[config.mk]
export PLATFORM = sky130hd
export DESIGN_NAME = srlatch_driver
export DESIGN_NICKNAME = d
export VERILOG_FILES = /design/src/rtl/srlatch_driver.sv
export SDC_FILE = /design/constraint.sdc
export NUM_CORES = 1
export LEC_CHECK = 0
export ABC_AREA = 1
export CORE_MARGIN = 4
export CORE_UTILIZATION = 25
export DETAILED_ROUTE_END_ITERATION = 8
export MAX_ROUTING_LAYER = met4
export PLACE_DENSITY = 0.41
export SETUP_SLACK_MARGIN = 0.05
export SLEW_MARGIN = 10
export SYNTH_ARGS = -nofsm -noshare
export SYNTH_HDL_FRONTEND = slang
export SYNTH_SLANG_ARGS = --single-unit
[constraint.sdc]
create_clock -name clk -period 2.2 [get_ports clk]
set_clock_uncertainty 0.15 [all_clocks]
set_input_delay 0.33 -clock clk [delete_from_list [all_inputs] [get_ports clk]]
set_output_delay 0.33 -clock clk [all_outputs]
set_load 0.02 [all_outputs]
[src/rtl/srlatch_driver.sv]
// srlatch_driver: clocked front end that drives a four-phase s/r handshake into an asynchronous SR latch
module srlatch_driver #(
    parameter int SYNC_STAGES = 2,
    parameter int TIMEOUT     = 255
) (
    input  logic       clk,
    input  logic       rst_n,
    input  logic       cmd_valid,
    input  logic       cmd_set,
    output logic       cmd_ready,
    output logic       s,
    output logic       r,
    input  logic       ack,
    input  logic       q,
    output logic       busy,
    output logic       done_valid,
    output logic       done_q,
    output logic [1:0] done_err
);
    localparam int CW = $clog2(TIMEOUT + 1);

    typedef enum logic [1:0] {IDLE, ASSERT, RELEASE, REPORT} state_t;

    state_t                 state, state_n;
    logic [SYNC_STAGES-1:0] ack_sync, q_sync;
    logic                   ack_s, q_s;
    logic [CW-1:0]          cnt, cnt_n;
    logic                   cmd_reg, cmd_n, q_reg, q_n, s_n, r_n;
    logic [1:0]             err_reg, err_n;
    logic                   accept, timeout_hit, report_entry;

    assign ack_s        = ack_sync[SYNC_STAGES-1];
    assign q_s          = q_sync[SYNC_STAGES-1];
    assign accept       = cmd_valid && cmd_ready;
    assign timeout_hit  = (cnt == CW'(TIMEOUT - 1)) &&
                          ((state == ASSERT && !ack_s) || (state == RELEASE && ack_s));
    assign report_entry = (state == RELEASE) && (state_n == REPORT);

    // Bring the latch's ack and its bundled q into the clock domain
    always_ff @(posedge clk) begin
        if (!rst_n) begin
            ack_sync <= '0;
            q_sync   <= '0;
        end else begin
            ack_sync <= {ack_sync[SYNC_STAGES-2:0], ack};
            q_sync   <= {q_sync[SYNC_STAGES-2:0], q};
        end
    end

    // Handshake state register
    always_ff @(posedge clk) begin
        if (!rst_n) state <= IDLE;
        else        state <= state_n;
    end

    // Advance through the four phases; ack beats a coincident timeout
    always_comb begin
        state_n = state;
        case (state)
            IDLE:    if (accept) state_n = ASSERT;
            ASSERT:  if (ack_s || timeout_hit) state_n = RELEASE;
            RELEASE: if (!ack_s || timeout_hit) state_n = REPORT;
            default: state_n = IDLE;
        endcase
    end

    // Status outputs and next values of the registered datapath
    always_comb begin
        cmd_ready  = (state == IDLE) && !ack_s;
        busy       = state != IDLE;
        done_valid = state == REPORT;
        cmd_n      = (state == IDLE && accept) ? cmd_set : cmd_reg;
        s_n        = (state == IDLE) ? (accept && cmd_set) :
                     (state == ASSERT) ? (s && state_n == ASSERT) : 1'b0;
        r_n        = (state == IDLE) ? (accept && !cmd_set) :
                     (state == ASSERT) ? (r && state_n == ASSERT) : 1'b0;
        q_n        = (state == ASSERT && state_n == RELEASE) ? q_s : q_reg;
        err_n      = (state == IDLE && accept) ? 2'b00 :
                     (state == ASSERT && ack_s) ? {q_s != cmd_reg, err_reg[0]} :
                     timeout_hit ? (err_reg | 2'b01) : err_reg;
        cnt_n      = (state_n != state) ? '0 :
                     (state == ASSERT || state == RELEASE) ? cnt + 1'b1 : cnt;
    end

    // Request lines, phase timer and the per-transaction result registers
    always_ff @(posedge clk) begin
        if (!rst_n) begin
            s        <= 1'b0;
            r        <= 1'b0;
            cnt      <= '0;
            cmd_reg  <= 1'b0;
            q_reg    <= 1'b0;
            err_reg  <= 2'b00;
            done_q   <= 1'b0;
            done_err <= 2'b00;
        end else begin
            s        <= s_n;
            r        <= r_n;
            cnt      <= cnt_n;
            cmd_reg  <= cmd_n;
            q_reg    <= q_n;
            err_reg  <= err_n;
            done_q   <= report_entry ? q_reg : done_q;
            done_err <= report_entry ? err_n : done_err;
        end
    end
endmodule

==> results of run 1 <==
[cells by family (layout without fill, tap and decap cells)]
kind of cell               Yosys count  after routing  synth area share
xor gates and xnor gates             7              7            0.0503
buffers and inverters               19             36            0.0656
AOI/OAI and AO/OA                   10             10            0.0482
DFF                                 23             23             0.377
adders and majority gates            7              7            0.0718
and+or+nand+nor                     81             81             0.387
[critical path: stages, from the launching register on]
cell and delay, ns:
dfxtp_2 0.41, ha_1 0.21, clkdlybuf4s50_1 0.61
[placed cells by master, fill, tap and decap left out, types with 3 or more instances in the layout]
| master | netlist | final |
|---|---|---|
| nor2_4 | 3 | 3 |
| nor2_1 | 19 | 19 |
| nand3_1 | 7 | 7 |
| dfxtp_1 | 23 | 21 |
| o21ai_0 | 3 | 3 |
| clkdlybuf4s50_1 | 0 | 11 |
| xor2_1 | 5 | 5 |
| nand2_1 | 25 | 25 |
| nand4_1 | 3 | 3 |
| clkbuf_8 | 0 | 3 |
| inv_1 | 16 | 15 |
| nand2_2 | 6 | 6 |
| nor3_2 | 8 | 8 |
| ha_1 | 7 | 6 |
| a21oi_1 | 3 | 3 |
[layout make-up]
type,count,area [sq um],area share
clock buffers,3,41.3,0.0279
clock inverters,1,5.00,0.00339
inverters,17,63.8,0.0432
multi-input cells,105,682,0.461
flip-flops and latches,23,463,0.313
well taps,67,83.8,0.0567
repair buffers,15,139,0.0940
[stage by stage]
| step | instance area [sq um] | worst slack [ns] | util | std cells |
|---|---|---|---|---|
| detailed placement | 1430 | 0.0691 | 0.303 | 227 |
| CTS | 1480 | 0.0918 | 0.313 | 231 |
| global route | 1480 | 0.0851 | 0.313 | 231 |
| global placement | 1430 | 0.128 | 0.303 | 227 |
| floorplan | 1220 | 0.288 | - | 147 |
| finish | 1480 | 0.224 | 0.313 | 231 |
[metal layers]
metal  up-vias  track usage  routed length (microns)
li1        500            -                        -
met1       450        0.127                     1270
met2        18        0.134                     1100
met3         4       0.0197                       89
met4         0       0.0374                       47
met5         -            -                        0
[power breakdown]
part | leakage (uW) | switching, uW | total, uW | internal (uW)
combinational | 0.000384 | 196 | 297 | 101
clock | 0.0000255 | 145 | 271 | 127
sequential | 0.000188 | 22.1 | 461 | 439
total | 0.000597 | 363 | 1030 | 666
[final timing paths]
check	end	cells past startpoint
max	done_valid	2
min	ack_sync[1]	2
max reg2reg	cnt[7]	11
min reg2reg	ack_sync[1]	2
[repair_timing]
action                                  4_1_cts  5_1_grt
setup buffers                                 0        0
endpoints found under the setup margin        2        9
hold endpoints to repair                      0        0
gates resized for setup                       3        5
hold buffers                                  0        0
==> results.txt, run 1 <==
status: completed
Yosys top cell area share: 0.377
DR iter-0 viols: 35
slew margin rel.: 0.816
worst setup path start: state[0]
Post-synth EDFFs: 0
DR vias/cell: 4.21
Wirelength per Cell: 10.9 microns
ant diodes: 0
syn avg cell area: 8.30 sq um
layout cells sized above 1: 0.226
synth cell count leaders: 25 x nand2_1, 23 x dfxtp_1, 19 x nor2_1, 16 x inv_1, 8 x nor3_2
Die Y: 77.9 microns
pin count of the biggest net entering global routing: 14
Core Region: 0.00472 sq mm
Ports: 14
Crit Path Category: flop to primary output
CTS clock-pin slew for the worst setup and hold paths: 0.09 ns
static leakage: 0.000597 uW
critical path capture point type: primary output
Ys Warns: 0
CTS tree: yes
Final GP Congestion: 0.833
filler cell count: 501
most common cell in the netlist: nand2_1
initial antenna violation count: 0
clk sinks: 23
Async SR Flop Fraction: 0
ranking of synthesized cells by area: dfxtp_1 38%, nand2_1 7.7%, ha_1 7.2%, nor3_2 6.6%, nor2_1 5.8%
synth-to-layout area growth: 21.1%
CP max FO: 5
Post-Syn Instances: 147
WP data arrival: 1.50 ns
worst reg2reg setup slack: 0.24 ns
Max Cap Viol: 0
clk root buf: clkbuf_8
Post-Syn Area: 0.00122 sq mm
Tcrit/Tclk final: 0.898
worst skew pair latency: 0.27 ns
Hold Violations, Final: 0
Largest register FFs: 8
Final Power: 1030 uW
Vias: 972
number of global-route vias before repair: 942
crit start category: flop
Final nets: 178
remaining global-route overflow: 0
I/O Buffers: 13
worst slew pin tran: 0.273 ns
biggest area consumer among synthesized cells: dfxtp_1
max-slew violation count: 0
final setup fails: 0
Peak Freq: 0.506 GHz
Req. time, crit path: 1.72 ns
CTS Buf Count: 3
maximum clock path buffer count: 2
Die ar.: 0.00606 sq mm
HP Class: flop to flop
RSZ-0062 raised after global routing: no
Sum Neg Setup Slack: 0 ns
worst hold slack: 0.268 ns
syn nets: 160
Power Dens Cells: 696 mW/mm^2
Final HPWL DP: 1930 microns
DRC Markers: 0
Hold Crit Start: ack_sync[0]
dominant synthesized flop cell: dfxtp_1
first-pass GRT wire length: 4420 microns
Tmin final: 1.98 ns
Cell Rows: 25
1st-pass router iterations: 4
register bit total from synthesis: 23
H-tree Lvls: 1
Peak VDD IR: 0.203 mV
Largest Register: cnt
routed wire length: 2510 microns
RR Startpoint: state[0]
Die W: 77.9 microns
Final ANT Viol Nets: 0
starting density of the core: 0.258
post-synth cell types: 27
GRT Resource Usage Total: 0.0934
sequential element share of the synthesized area: 0.377
Power figures use the tool's default switching activity.
==> run 2, diff against run 1 <==
SETUP_SLACK_MARGIN = default   (was 0.05)
==> run 2 against run 1 <==
Against the previous run:
- global-route usage unchanged
- first-iteration DRC count is 2.9% higher
- cell count unchanged
- largest cell class unchanged
==> results.txt, run 2 (synthesis results as in run 1) <==
Peak VDD IR: 0.203 mV (+0.39%)
max-slew violation count: 0 (unchanged)
hold_buf cts: 0 (unchanged)
crit start category: flop
Cell Rows: 25 (unchanged)
commonest non-fill, non-tap cell in the layout: nand2_1
starting density of the core: 0.258 (unchanged)
Largest register FFs: 8 (unchanged)
static leakage: 0.000598 uW (+0.17%)
1st-pass router iterations: 4 (unchanged)
final setup fails: 0 (unchanged)
CP max FO: 6 (+1)
number of global-route vias before repair: 942 (unchanged)
commonest non-fill, non-tap cells in the layout: 25 x nand2_1, 22 x dfxtp_1, 19 x nor2_1
HP Class: flop to flop
Non-Filler Instances: 231 (unchanged)
slew margin rel.: 0.816 (about the same)
Core Region: 0.00472 sq mm (unchanged)
Setup WS pre-CTS: 0.0691 ns (unchanged)
RSZ-0062 raised after global routing: no
Die ar.: 0.00606 sq mm (unchanged)
Peak Freq: 0.498 GHz (-1.6%)
layout cells sized above 1: 0.207 (-0.0183)
DRC Markers: 0 (unchanged)
Die Y: 77.9 microns (unchanged)
routed wire length: 2510 microns (-0.28%)
critical path capture point type: primary output
Die W: 77.9 microns (unchanged)
maximum clock path buffer count: 2 (unchanged)
Largest Register: cnt
Hold Violations, Final: 0 (unchanged)
worst slew pin tran: 0.273 ns (+0.000218 ns)
DR iter-0 viols: 36 (+2.9%)
final instance area: 0.00147 sq mm (-0.25%)
remaining global-route overflow: 0 (unchanged)
status: completed
Final nets: 178 (unchanged)
Req. time, crit path: 1.72 ns (about the same)
CTS clock-pin slew for the worst setup and hold paths: 0.09 ns (about the same)
Crit Path Category: flop to primary output
ant diodes: 0 (unchanged)
Power Dens Cells: 696 mW/mm^2 (about the same)
clk sinks: 23 (unchanged)
clk root buf: clkbuf_8
Final HPWL DP: 1930 microns (unchanged)
Placed Instances: 227 (unchanged)
final worst setup slack: 0.191 ns (-0.0323 ns)
GRT Resource Usage Total: 0.0934 (unchanged)
Sum Neg Setup Slack: 0 ns (unchanged)
Wirelength per Cell: 10.8 microns (-0.28%)
Max Cap Viol: 0 (unchanged)
initial antenna violation count: 0 (unchanged)
pin count of the biggest net entering global routing: 14 (unchanged)
I/O Buffers: 13 (unchanged)
Area after DPL: 0.00143 sq mm (unchanged)
Final ANT Viol Nets: 0 (unchanged)
Final GP Congestion: 0.833 (unchanged)
DR vias/cell: 4.13 (-1.7%)
utilization after layout: 0.312 (-0.000795)
worst skew pair latency: 0.27 ns (about the same)
CTS Buf Count: 3 (unchanged)
CTS tree: yes
Tcrit/Tclk final: 0.913 (+0.0147)
synth-to-layout area growth: 20.8%
Vias: 955 (-1.7%)
WP data arrival: 1.53 ns (+0.03 ns)
Ports: 14 (unchanged)
Tmin final: 2.01 ns (+0.0323 ns)
H-tree Lvls: 1 (unchanged)
first-pass GRT wire length: 4420 microns (unchanged)
[run 2: layout make-up]
cell class	instances	area (sq um)
clock inverter	1	5.00
fill	502	3250
inverter	17	63.8
clock buffer	3	41.3
multi-input combinational	105	679
timing repair buffer	15	139
tap	67	83.8
sequential	23	462
[run 2: worst max-delay path: stages (launching register included)]
cell and delay (ns):
dfxtp_2 0.40, inv_1 0.13, ha_1 0.26, inv_1 0.13
dlygate4sd2_1 0.35
[run 2: metrics by stage]
| stage | power [uW] | hold slack, ns |
|---|---|---|
| after floorplan | 685 | 0.240 |
| after global placement | 769 | 0.255 |
| after CTS | 1040 | 0.270 |
| final | 1030 | 0.268 |
| after global routing | 1090 | 0.281 |
| after detailed placement | 772 | 0.249 |
[run 2: what timing repair did]
item,4_1_cts,5_1_grt
setup buffers,0,0
gates resized for setup,3,2
endpoints found under the setup margin,2,1
[run 2: path summary, 6_finish.rpt]
path                     from     endpoint  slack [ns]  cells past startpoint
setup / recovery     state[0]         busy        0.19                      4
hold / removal    ack_sync[0]  ack_sync[1]        0.27                      2
setup reg to reg     state[0]       cnt[7]        0.21                     11
hold reg to reg   ack_sync[0]  ack_sync[1]        0.27                      2
[run 2: routing by layer]
layer | up-vias | routed length (microns) | track usage
li1 | 501 | - | -
met1 | 430 | 1270 | 0.127
met2 | 20 | 1080 | 0.134
met3 | 4 | 107 | 0.0197
met4 | 0 | 47 | 0.0374
met5 | - | 0 | -
[run 2: power breakdown]
group / internal (uW) / total (uW) / switching [uW]
clock: 127 / 272 / 146
combinational: 99.7 / 294 / 195
sequential: 438 / 460 / 21.2
total: 665 / 1030 / 361
